## src/rtl/alu_result_collector_if.sv

```systemverilog
// Result-side bundle of the ALU result collector: head entry of the result
// FIFO offered to the register file / UART TX framer under valid/ready.
interface alu_result_collector_if #(
  parameter int OUT_WIDTH = 16
);
  logic                 RES_VALID;
  logic                 RES_READY;
  logic [OUT_WIDTH-1:0] RES_DATA;
  logic                 RES_CARRY;
  logic [1:0]           RES_SRC;

  modport master (
    output RES_VALID,
    output RES_DATA,
    output RES_CARRY,
    output RES_SRC,
    input  RES_READY
  );

  modport slave (
    input  RES_VALID,
    input  RES_DATA,
    input  RES_CARRY,
    input  RES_SRC,
    output RES_READY
  );
endinterface

```

## src/rtl/alu_result_collector.sv

```systemverilog
// Collects the result of whichever ALU unit the decoder enabled, tags it with
// its source unit and queues it in a small FIFO for the system-side consumer.
module alu_result_collector #(
  parameter int OUT_WIDTH = 16,
  parameter int DEPTH     = 4,
  parameter int CNT_W     = $clog2(DEPTH) + 1
) (
  input  logic                 CLK,
  input  logic                 RST,
  input  logic                 ALU_EN,
  input  logic                 Arith_enable,
  input  logic                 Logic_enable,
  input  logic                 CMP_enable,
  input  logic                 Shift_enable,
  input  logic [OUT_WIDTH-1:0] Arith_OUT,
  input  logic                 Carry_OUT,
  input  logic [OUT_WIDTH-1:0] Logic_OUT,
  input  logic [OUT_WIDTH-1:0] CMP_OUT,
  input  logic [OUT_WIDTH-1:0] Shift_OUT,
  alu_result_collector_if.master res,
  output logic [CNT_W-1:0]     FIFO_COUNT,
  output logic                 FIFO_FULL,
  output logic                 OVF_ERR,
  output logic                 ILL_ERR
);

  localparam int PTR_W = $clog2(DEPTH);

  function automatic logic is_onehot(input logic [3:0] v);
    return (v != 4'd0) && ((v & (v - 4'd1)) == 4'd0);
  endfunction

  function automatic logic [1:0] encode_src(input logic [3:0] v);
    logic [1:0] s;
    s = 2'b00;
    if (v[1]) s = 2'b01;
    if (v[2]) s = 2'b10;
    if (v[3]) s = 2'b11;
    return s;
  endfunction

  logic [3:0]           ens_p0;
  logic                 ens_ok_p0;
  logic                 vld_p1;
  logic [1:0]           src_p1;
  logic [OUT_WIDTH-1:0] wr_data_p1;
  logic                 wr_carry_p1;

  logic [OUT_WIDTH-1:0] mem_data  [DEPTH];
  logic                 mem_carry [DEPTH];
  logic [1:0]           mem_src   [DEPTH];
  logic [PTR_W-1:0]     wr_ptr;
  logic [PTR_W-1:0]     rd_ptr;
  logic [CNT_W-1:0]     count;
  logic                 push;
  logic                 pop;
  logic                 drop;

  // ---- stage 0 -> 1: capture the decoder enables ----
  assign ens_p0    = {Shift_enable, CMP_enable, Logic_enable, Arith_enable};
  assign ens_ok_p0 = is_onehot(ens_p0);

  always_ff @(posedge CLK or posedge RST) begin
    if (RST) begin
      vld_p1  <= 1'b0;
      src_p1  <= 2'b00;
      ILL_ERR <= 1'b0;
    end else begin
      vld_p1 <= ALU_EN & ens_ok_p0;
      src_p1 <= encode_src(ens_p0);
      if (ALU_EN && !ens_ok_p0)
        ILL_ERR <= 1'b1;
    end
  end

  // ---- stage 1 -> 2: select the unit output that is now valid, write FIFO ----
  always_comb begin
    wr_data_p1  = Arith_OUT;
    wr_carry_p1 = 1'b0;
    case (src_p1)
      2'b00: begin
        wr_data_p1  = Arith_OUT;
        wr_carry_p1 = Carry_OUT;
      end
      2'b01:   wr_data_p1 = Logic_OUT;
      2'b10:   wr_data_p1 = CMP_OUT;
      default: wr_data_p1 = Shift_OUT;
    endcase
  end

  // A full FIFO still accepts a write when the head leaves on the same edge.
  assign pop  = res.RES_VALID & res.RES_READY;
  assign push = vld_p1 & (~FIFO_FULL | pop);
  assign drop = vld_p1 & FIFO_FULL & ~pop;

  always_ff @(posedge CLK or posedge RST) begin
    if (RST) begin
      for (int i = 0; i < DEPTH; i++) begin
        mem_data[i]  <= '0;
        mem_carry[i] <= 1'b0;
        mem_src[i]   <= 2'b00;
      end
      wr_ptr  <= '0;
      rd_ptr  <= '0;
      count   <= '0;
      OVF_ERR <= 1'b0;
    end else begin
      if (push) begin
        mem_data[wr_ptr]  <= wr_data_p1;
        mem_carry[wr_ptr] <= wr_carry_p1;
        mem_src[wr_ptr]   <= src_p1;
        wr_ptr            <= wr_ptr + PTR_W'(1);
      end
      if (pop)
        rd_ptr <= rd_ptr + PTR_W'(1);
      case ({push, pop})
        2'b10:   count <= count + CNT_W'(1);
        2'b01:   count <= count - CNT_W'(1);
        default: count <= count;
      endcase
      if (drop)
        OVF_ERR <= 1'b1;
    end
  end

  assign FIFO_COUNT    = count;
  assign FIFO_FULL     = (count == CNT_W'(DEPTH));
  assign res.RES_VALID = (count != '0);
  assign res.RES_DATA  = mem_data[rd_ptr];
  assign res.RES_CARRY = mem_carry[rd_ptr];
  assign res.RES_SRC   = mem_src[rd_ptr];

endmodule

```

## src/flat_wrapper.sv

```systemverilog
// flat-port wrapper written by rule: the top's interface ports become plain ports
module alu_result_collector_flat 
#(
  parameter int OUT_WIDTH = 16,
  parameter int DEPTH     = 4,
  parameter int CNT_W     = $clog2(DEPTH) + 1
)
  (CLK, RST, ALU_EN, Arith_enable, Logic_enable, CMP_enable, Shift_enable, Arith_OUT, Carry_OUT, Logic_OUT, CMP_OUT, Shift_OUT, FIFO_COUNT, FIFO_FULL, OVF_ERR, ILL_ERR, res_RES_VALID, res_RES_DATA, res_RES_CARRY, res_RES_SRC, res_RES_READY);
  alu_result_collector_if #(.OUT_WIDTH(OUT_WIDTH)) res_i ();
  input  logic CLK;
  input  logic RST;
  input  logic ALU_EN;
  input  logic Arith_enable;
  input  logic Logic_enable;
  input  logic CMP_enable;
  input  logic Shift_enable;
  input  logic [OUT_WIDTH-1:0] Arith_OUT;
  input  logic Carry_OUT;
  input  logic [OUT_WIDTH-1:0] Logic_OUT;
  input  logic [OUT_WIDTH-1:0] CMP_OUT;
  input  logic [OUT_WIDTH-1:0] Shift_OUT;
  output logic [CNT_W-1:0] FIFO_COUNT;
  output logic FIFO_FULL;
  output logic OVF_ERR;
  output logic ILL_ERR;
  output wire logic [$bits(res_i.RES_VALID)-1:0] res_RES_VALID;
  output wire logic [$bits(res_i.RES_DATA)-1:0] res_RES_DATA;
  output wire logic [$bits(res_i.RES_CARRY)-1:0] res_RES_CARRY;
  output wire logic [$bits(res_i.RES_SRC)-1:0] res_RES_SRC;
  input wire logic [$bits(res_i.RES_READY)-1:0] res_RES_READY;
  assign res_RES_VALID = res_i.RES_VALID;
  assign res_RES_DATA = res_i.RES_DATA;
  assign res_RES_CARRY = res_i.RES_CARRY;
  assign res_RES_SRC = res_i.RES_SRC;
  assign res_i.RES_READY = res_RES_READY;
  alu_result_collector #(.OUT_WIDTH(OUT_WIDTH), .DEPTH(DEPTH), .CNT_W(CNT_W)) u_core (.CLK(CLK), .RST(RST), .ALU_EN(ALU_EN), .Arith_enable(Arith_enable), .Logic_enable(Logic_enable), .CMP_enable(CMP_enable), .Shift_enable(Shift_enable), .Arith_OUT(Arith_OUT), .Carry_OUT(Carry_OUT), .Logic_OUT(Logic_OUT), .CMP_OUT(CMP_OUT), .Shift_OUT(Shift_OUT), .res(res_i), .FIFO_COUNT(FIFO_COUNT), .FIFO_FULL(FIFO_FULL), .OVF_ERR(OVF_ERR), .ILL_ERR(ILL_ERR));
endmodule
```

## config.mk

```make
export PLATFORM = sky130hd
export DESIGN_NAME = alu_result_collector_flat
export DESIGN_NICKNAME = d
export VERILOG_FILES = /design/src/rtl/alu_result_collector_if.sv /design/src/rtl/alu_result_collector.sv /design/src/flat_wrapper.sv
export SDC_FILE = /design/constraint.sdc
export NUM_CORES = 1
export LEC_CHECK = 0
export ABC_AREA = 1
export CORE_ASPECT_RATIO = 1.5
export CORE_MARGIN = 4
export CORE_UTILIZATION = 30
export CTS_BUF_LIST = sky130_fd_sc_hd__clkbuf_16
export DETAILED_ROUTE_END_ITERATION = 10
export GPL_ROUTABILITY_DRIVEN = 0
export SYNTH_ARGS = -nofsm -noshare
export SYNTH_HDL_FRONTEND = slang
export SYNTH_SLANG_ARGS = --single-unit
```

## constraint.sdc

```tcl
create_clock -name CLK -period 3 [get_ports CLK]
set_clock_uncertainty 0.2 [all_clocks]
set_input_delay 0.45 -clock CLK [delete_from_list [all_inputs] [get_ports CLK]]
set_output_delay 0.45 -clock CLK [all_outputs]
set_load 0.02 [all_outputs]
```

==> impl_metrics.json, run 1 <==
{
  "overflow": 0,
  "grt_max_degree": 40,
  "ys_top_cells_by_area": "dfrtp_1, nand2_1, nand3_1",
  "fin_area_um2": 5990,
  "slew_headroom_pct": 47.6,
  "synth_top_area_share_pct": 49.0,
  "multi_input_area_um2": 2000,
  "synthTopCellsByCount": "nand2_1, dfrtp_1, nand3_1, o21ai_0, nor2_1",
  "syn_inst": 583,
  "clkLatencyLatePin_ns": 0.34,
  "slew_viol_final": 0,
  "syn2layout_area_growth_pct": 33.4,
  "seq_area_um2": 2200,
  "core_area_um2": 14600,
  "cts-resized-gates": 0,
  "cts_num_sinks": 88,
  "hold_buffers": 0,
  "cts_buffers": 9,
  "switchingPower_mw": 2.28,
  "crit_type": "reg -> out",
  "reg2reg_slack_ns": 0.67,
  "start_util_pct": 30.8,
  "clk_pin_slew_ns": 0.06,
  "tns_ns": 0,
  "syn_area_um2": 4490,
  "routed_wl_um": 13800,
  "place_hpwl_um": 9440,
  "timing.fmax_mhz": 359,
  "cpLargestDelayFamily": "buffers and inverters",
  "antenna_found_initial": 0,
  "final_core_util_pct": 41.1,
  "fillCellCount": 1501,
  "htreeDepth": 3,
  "path_max_fanout": 39,
  "synth_ff_type": "dfrtp_1",
  "ir_drop_uv": 349,
  "placed_area_um2": 5650,
  "setup_violations": 0,
  "wl_per_cell_um": 15.8,
  "num_vias": 4323,
  "grt_use_total_pct": 16.7,
  "path_cells": "buf_4 > o21ai_0 > o22ai_1 > clkdlybuf4s50_1",
  "grt_pass1_wl_um": 22100,
  "crit_buf_inv": 2,
  "p_total_mw": 5.95,
  "p_per_area_nw_per_um2": 993,
  "critPathCaptureType": "output pin",
  "avgSynthCellArea_um2": 7.71,
  "ant_nets": 0,
  "avgViaCountPerCell": 4.95,
  "nets": 751,
  "ys_ff_latch": 88,
  "crit_required_ns": 2.35,
  "die_h_um": 158,
  "yosysWarningCount": 0,
  "maxCapViolations": 0,
  "min_path_type": "in -> async",
  "cts_tree": "done",
  "clock_power_share_pct": 21.4,
  "slowest_delay_ns": 0.66,
  "yosysSeqAreaShare_pct": 49.0,
  "worstMarginPinSlew_ns": 0.785,
  "period_needed_ns": 2.78,
  "startpoint_type": "flop",
  "worst_ep_arrival_time_ns": 2.13,
  "timing.final.crit_share_pct": 92.8,
  "syn-num-nets": 662,
  "p_comb_share_pct": 44.8,
  "netSwitchingFraction_pct": 38.2,
  "row_count": 54,
  "synth_edf_count": 0,
  "cts_buffer_depth": 2,
  "yosysMostFrequentCell": "nand2_1",
  "io_buffers": 98,
  "firstDrtPassIters": 5,
  "drc": 0,
  "dr.first_iter.drc_count": 301,
  "rsz0062_at_grt": "false",
  "intPower_mw": 3.68,
  "grt_pass1_vias": 4338,
  "yosys.area.top_type": "dfrtp_1",
  "post-cts-setup-buffers": 0,
  "synth_cell_types": 28,
  "sequentialPowerShare_pct": 33.8,
  "cts-root-buf": "clkbuf_16",
  "diodes": 0,
  "num_io_pins": 99,
  "die_x_um": 108,
  "outcome": "finished clean",
  "leakage_nw": 2.85,
  "finalHoldViolCount": 0,
  "ys_async_sr_fraction_pct": 100,
  "critPathSlowestCell": "clkdlybuf4s50_1",
  "die_area_um2": 17000,
  "drive_gt1_share_pct": 6.94
}
placed cells by master, fill, tap and decap left out:
master / instances
a31o_2: 1
nand3_2: 4
nand3_4: 1
o21ai_1: 9
inv_2: 4
inv_6: 1
dfrtp_1: 88
clkinv_2: 3
clkdlybuf4s50_1: 98
nor2_2: 1
o21a_1: 1
xor2_1: 3
or2_2: 1
clkbuf_16: 9
fa_1: 1
o21ai_0: 44
nand3_1: 50
nand2_1: 236
clkinv_4: 1
a21oi_1: 1
inv_1: 16
nand4_1: 16
xnor2_1: 1
bufinv_16: 3
nor2_1: 40
o22ai_1: 19
buf_12: 1
nand3b_1: 1
buf_4: 16
nor2_4: 1
ha_1: 5
nor3_1: 1
per-layer routing:
layer,track usage [%],up-vias,routed length (µm)
met3,4.53,17,967
met4,6.50,0,357
li1,-,2080,-
met2,28.7,150,6780
met1,19.7,2076,5720
met5,0,-,0
area by class of cell:
type	count	area share (%)
Timing Repair Buffer	115	18.7
Sequential cell	88	36.7
Inverter	21	1.34
Clock inverter	7	1.96
Clock buffer	9	3.76
Multi-Input combinational cell	437	33.4
Tap cell	196	4.09
per-stage QoR:
step           worst slack, ns  cells  hold slack (ns)
3_3_place_gp             0.355    857            0.254
3_5_place_dp             0.307    857            0.260
6_report                 0.216    873            0.243
2_1_floorplan           0.0714    583            0.244
5_1_grt                 0.0750    873            0.273
4_1_cts                  0.207    873            0.255
registers in the layout, summed over array words and instances (netlist names):
register	flops
u_core.mem_src	8
u_core.mem_data	64
u_core.OVF_ERR	1
u_core.src_p1	2
u_core.wr_ptr	2
u_core.mem_carry	4
u_core.FIFO_COUNT	3
u_core.rd_ptr	2
u_core.ILL_ERR	1
u_core.vld_p1	1
worst paths after layout:
kind                                 startpoint              endpoint  depth (start not counted)
setup / recovery               u_core.rd_ptr[0]        res_RES_SRC[1]                          4
hold / removal                              RST   u_core.mem_data[52]                          2
setup reg to reg           u_core.FIFO_COUNT[0]  u_core.FIFO_COUNT[2]                          9
hold reg to reg                  u_core.OVF_ERR        u_core.OVF_ERR                          1
max in group asynchronous                   RST   u_core.mem_data[48]                          3
min in group CLK                 u_core.OVF_ERR        u_core.OVF_ERR                          1
power by group through the flow:
stage                     Clock, mW  Combinational [mW]  Sequential [mW]
after floorplan                   0                1.58             1.96
after global placement            0                2.64             2.00
final                          1.27                2.67             2.01
after CTS                      1.31                2.70             2.00
after global routing           1.35                2.95             2.07
after detailed placement          0                2.69             2.01
cell families after synthesis:
kind of cell,synth area share [%]
simple gates,32.9
flops,49.0
compound gates,9.02
buf+inv,6.43
fa+ha+maj,1.84
xor+xnor,0.780
(Power assumes the default switching activity.)
==> run 2: changes to the inputs <==
--- a/config.mk
+++ b/config.mk
@@ -11,7 +11,9 @@
 export CORE_UTILIZATION = 30
 export CTS_BUF_LIST = sky130_fd_sc_hd__clkbuf_16
 export DETAILED_ROUTE_END_ITERATION = 10
+export DONT_BUFFER_PORTS = 1
 export GPL_ROUTABILITY_DRIVEN = 0
+export REMOVE_ABC_BUFFERS = 1
 export SYNTH_ARGS = -nofsm -noshare
 export SYNTH_HDL_FRONTEND = slang
 export SYNTH_SLANG_ARGS = --single-unit
==> impl_metrics.json, run 2 (synthesized netlist as in run 1, its figures left out) <==
{
  "start_util_pct": 30.8,
  "grt_pass1_vias": 4011,
  "post-cts-setup-buffers": 0,
  "rr_worst_depth": 10,
  "ant_nets": 0,
  "holdWs_ns": 0.0111,
  "slew_headroom_pct": 40.3,
  "setup_violations": 0,
  "top_register": "u_core.mem_data",
  "startpoint_type": "flop",
  "grt_use_total_pct": 16.4,
  "diodes": 0,
  "reg2reg_slack_ns": 0.53,
  "clkLatencyLatePin_ns": 0.34,
  "drc": 0,
  "largestRegisters": "u_core.mem_data x64, u_core.mem_src x8, u_core.mem_carry x4",
  "critPathCaptureType": "output pin",
  "cts_tree": "done",
  "path_max_fanout": 13,
  "hp-start": "ALU_EN",
  "nets": 650,
  "overflow": 0,
  "timing.final.crit_share_pct": 84.2,
  "slew_viol_final": 0,
  "cts-root-buf": "clkbuf_16",
  "cts-resized-gates": 0,
  "worstMarginPinSlew_ns": 0.896,
  "htreeDepth": 3,
  "largest_reg_flops": 64,
  "min_path_type": "in -> reg",
  "die_area_um2": 17000,
  "grt_max_degree": 50,
  "crit_buf_inv": 1,
  "core_area_um2": 14600,
  "r2r_end": "u_core.FIFO_COUNT[2]",
  "critPathLaunch": "u_core.rd_ptr[1]",
  "avgViaCountPerCell": 5.11,
  "layout_common_cells": "nand2_1, dfrtp_1, nand3_1",
  "clk_pin_slew_ns": 0.06,
  "p_total_mw": 5.18,
  "num_io_pins": 99,
  "rr_startpoint": "u_core.FIFO_COUNT[2]",
  "cts_buffer_depth": 2,
  "crit_type": "reg -> out",
  "maxCapViolations": 0,
  "cts_num_sinks": 88,
  "place_hpwl_um": 9110,
  "wl_per_cell_um": 17.5,
  "crit_required_ns": 2.35,
  "cts_buffers": 9,
  "leakage_nw": 2.42,
  "antenna_found_initial": 0,
  "grt_pass1_wl_um": 21300,
  "outcome": "finished clean",
  "row_count": 54,
  "final_common_cell": "nand2_1",
  "drive_gt1_share_pct": 7.29,
  "cpLargestDelayFamily": "flip-flops",
  "period_needed_ns": 2.53,
  "tns_ns": 0,
  "fillCellCount": 1574,
  "die_x_um": 108,
  "path_depth": 3,
  "num_vias": 3946,
  "io_buffers": 0,
  "dr.first_iter.drc_count": 252,
  "finalHoldViolCount": 0,
  "ir_drop_uv": 339,
  "firstDrtPassIters": 5,
  "rsz0062_at_grt": "false",
  "timing.fmax_mhz": 396,
  "path_cells": "buf_4 > o21ai_0 > o22ai_1",
  "syn2layout_area_growth_pct": 10.1,
  "hold_buffers": 1,
  "critPathSlowestCell": "dfrtp_1",
  "endpoint": "res_RES_DATA[1]",
  "routed_wl_um": 13500,
  "die_h_um": 158,
  "worst_ep_arrival_time_ns": 1.88,
  "p_per_area_nw_per_um2": 1050,
  "slowest_delay_ns": 0.67,
  "hold_path_depth": 2
}
==> run 2: through the flow <==
stage | utilization [%] | std cells | area [µm²] | setup slack [ns]
final | 33.9 | 772 | 4950 | 0.474
after CTS | 33.9 | 772 | 4950 | 0.440
after floorplan | - | 546 | 4280 | 0.0714
after global placement | 31.8 | 755 | 4640 | 0.561
after detailed placement | 31.8 | 755 | 4640 | 0.528
after global routing | 33.9 | 772 | 4950 | 0.359
==> run 2: how the worst min path moves through the flow <==
stage	end	slack [ns]
2_1_floorplan	u_core.mem_data[16]	0.24
3_3_place_gp	u_core.mem_data[29]	0.26
3_5_place_dp	u_core.mem_data[23]	0.26
4_1_cts	u_core.vld_p1	0.001
5_1_grt	u_core.ILL_ERR	0.008
6_report	u_core.vld_p1	0.01
==> run 2: cell type report <==
| type | instances | area (µm²) | share of cell area, % |
|---|---|---|---|
| sequential | 88 | 2200 | 44.5 |
| multi-input combinational | 437 | 2000 | 40.5 |
| tap | 196 | 245 | 4.95 |
| clock buffer | 9 | 225 | 4.55 |
| timing repair buffer | 14 | 120 | 2.43 |
| inverter | 21 | 80.1 | 1.62 |
| clock inverter | 7 | 73.8 | 1.49 |
==> run 2: layer usage <==
metal / wire length, µm / track usage (%) / vias to the layer above
met1: 5210 / 18.4 / 1901
met3: 863 / 3.55 / 18
met4: 285 / 6.02 / 0
met5: 0 / 0 / -
li1: - / - / 1872
met2: 7160 / 30.1 / 155
==> run 2: report_power, final <==
part | switching (mW) | internal (mW) | total (mW) | leakage, nW
Combinational | 1.38 | 0.622 | 2.00 | 1.17
Clock | 0.473 | 0.645 | 1.12 | 0.139
Sequential | 0.368 | 1.69 | 2.06 | 1.12
==> run 3: changes to the inputs <==
==> constraint.sdc (replaced) <==
create_clock -name CLK -period 2.2 [get_ports CLK]
set_clock_uncertainty 0.2 [all_clocks]
set_input_delay 0.33 -clock CLK [delete_from_list [all_inputs] [get_ports CLK]]
set_output_delay 0.33 -clock CLK [all_outputs]
set_load 0.02 [all_outputs]
==> impl_metrics.json, run 3 (synthesized netlist as in run 1, its figures left out) <==
{
  "fin_cells": 811,
  "path_max_fanout": 20,
  "rr_startpoint": "u_core.FIFO_COUNT[0]",
  "cts_tree": "done",
  "place_hpwl_um": 9420,
  "ir_drop_uv": 496,
  "outcome": "finished clean",
  "min_path_type": "in -> reg",
  "worstMarginPinSlew_ns": 0.541,
  "hold_end": "u_core.mem_carry[2]",
  "ant_nets": 0,
  "nets": 689,
  "crit_path_frequent_cell": "buf_4",
  "overflow": 0,
  "largestRegisters": "u_core.mem_data x64, u_core.mem_src x8, u_core.mem_carry x4",
  "drc": 0,
  "hp-start": "Carry_OUT",
  "slew_viol_final": 0,
  "cts_buffers": 9,
  "setup_violations": 0,
  "critPathCaptureType": "output pin",
  "critPathSlowestCell": "dfrtp_1",
  "dr.first_iter.drc_count": 305,
  "antenna_found_initial": 0,
  "startpoint_type": "flop",
  "path_cells": "buf_4 > o21ai_0 > o22ai_1 > buf_4",
  "p_per_area_nw_per_um2": 1460,
  "firstDrtPassIters": 4,
  "post-place-ws_ns": 0.0662,
  "wl_per_cell_um": 16.8,
  "timing.final.crit_share_pct": 96.0,
  "grt_pass1_wl_um": 21400,
  "clkLatencyLatePin_ns": 0.34,
  "fin_area_um2": 5310,
  "final_common_cell": "nand2_1",
  "syn2layout_area_growth_pct": 18.1,
  "maxCapViolations": 0,
  "die_x_um": 108,
  "finalHoldViolCount": 0,
  "slew_headroom_pct": 63.8,
  "placedCellCount": 786,
  "die_h_um": 158,
  "num_vias": 4078,
  "holdWs_ns": 0.0238,
  "rsz0062_at_grt": "false",
  "cts-root-buf": "clkbuf_16",
  "clk_pin_slew_ns": 0.06,
  "die_area_um2": 17000,
  "slowest_delay_ns": 0.39,
  "timing.fmax_mhz": 473,
  "drive_gt1_share_pct": 12.7,
  "crit_required_ns": 1.67,
  "row_count": 54,
  "leakage_nw": 2.62,
  "period_needed_ns": 2.11,
  "num_io_pins": 99,
  "p_total_mw": 7.74,
  "placed_area_um2": 4870,
  "avgViaCountPerCell": 5.03,
  "routed_wl_um": 13600,
  "grt_pass1_vias": 4228,
  "largest_reg_flops": 64,
  "cts_buffer_depth": 2,
  "fin_ws_ns": 0.0871,
  "core_area_um2": 14600,
  "r2r_end": "u_core.FIFO_COUNT[2]",
  "io_buffers": 0,
  "diodes": 0,
  "layout_common_cells": "nand2_1, dfrtp_1, nand3_1",
  "rr_worst_depth": 9,
  "grt_max_degree": 49,
  "htreeDepth": 3,
  "worst_ep_arrival_time_ns": 1.58,
  "start_util_pct": 30.8,
  "crit_type": "reg -> out",
  "cts_num_sinks": 88,
  "grt_use_total_pct": 16.4,
  "reg2reg_slack_ns": 0.13,
  "hold_path_depth": 2,
  "top_register": "u_core.mem_data"
}
run 3: changes by cell type in the layout (fill, tap and decap cells not counted), moves of 2 or more:
cell and delta:
inv_1 -2, clkinv_1 +2, dlygate4sd3_1 +6, buf_4 +32, o22ai_1 -2, o22ai_2 +2
run 3: what timing repair did:
item / 4_1_cts / 5_1_grt
pin swaps: 0 / 1
resized for setup: 1 / 5
endpoints found under the hold margin: 21 / 0
hold buffers: 7 / 0
setup buffers: 0 / 2
setup endpoints to repair: 12 / 6
run 3: report_power, final:
group | leakage [nW] | total, mW | switching (mW) | internal, mW
logic | 1.35 | 3.40 | 2.08 | 1.32
registers | 1.12 | 2.73 | 0.412 | 2.31
clock network | 0.152 | 1.61 | 0.624 | 0.984
total | 2.62 | 7.74 | 3.12 | 4.62
run 3: final cells by class:
type                    instances  area, µm²
fillers                      1544       9290
inverters                      21       83.8
clock inverters                 7       87.6
repair buffers                 53        440
multi-input cells             437       2020
flip-flops and latches         88       2200
clock buffers                   9        225
well taps                     196        245
run 3: routing by layer:
metal | GRT usage, % | vias to the layer above | routed length [µm]
met4 | 9.33 | 0 | 480
met2 | 29.4 | 114 | 7050
met5 | 0 | - | 0
met3 | 2.45 | 25 | 615
met1 | 18.3 | 1985 | 5450
li1 | - | 1954 | -
run 3: how the worst max path moves through the flow:
stage                                     from                    to  cells past startpoint
after floorplan                            RST  u_core.FIFO_COUNT[0]                      1
after global placement    u_core.FIFO_COUNT[2]  u_core.FIFO_COUNT[2]                     10
after detailed placement  u_core.FIFO_COUNT[0]  u_core.FIFO_COUNT[2]                      9
after CTS                     u_core.rd_ptr[1]      res_RES_DATA[13]                      3
after global routing      u_core.FIFO_COUNT[2]  u_core.FIFO_COUNT[2]                     10
final                         u_core.rd_ptr[1]       res_RES_DATA[7]                      4
run 3: critical path: cells and delay by family, from the launching register on:
| kind | cells | cell delay [ns] |
|---|---|---|
| buffers and inverters | 2 | 0.47 |
| flip-flops | 1 | 0.39 |
| AO/OA/AOI/OAI | 2 | 0.38 |
run 3: metrics by stage:
stage	TNS [ns]	util (%)
after floorplan	-56.56	-
after global placement	0	33.4
after detailed placement	0	33.4
after CTS	0	36.0
after global routing	0	36.4
final	0	36.4
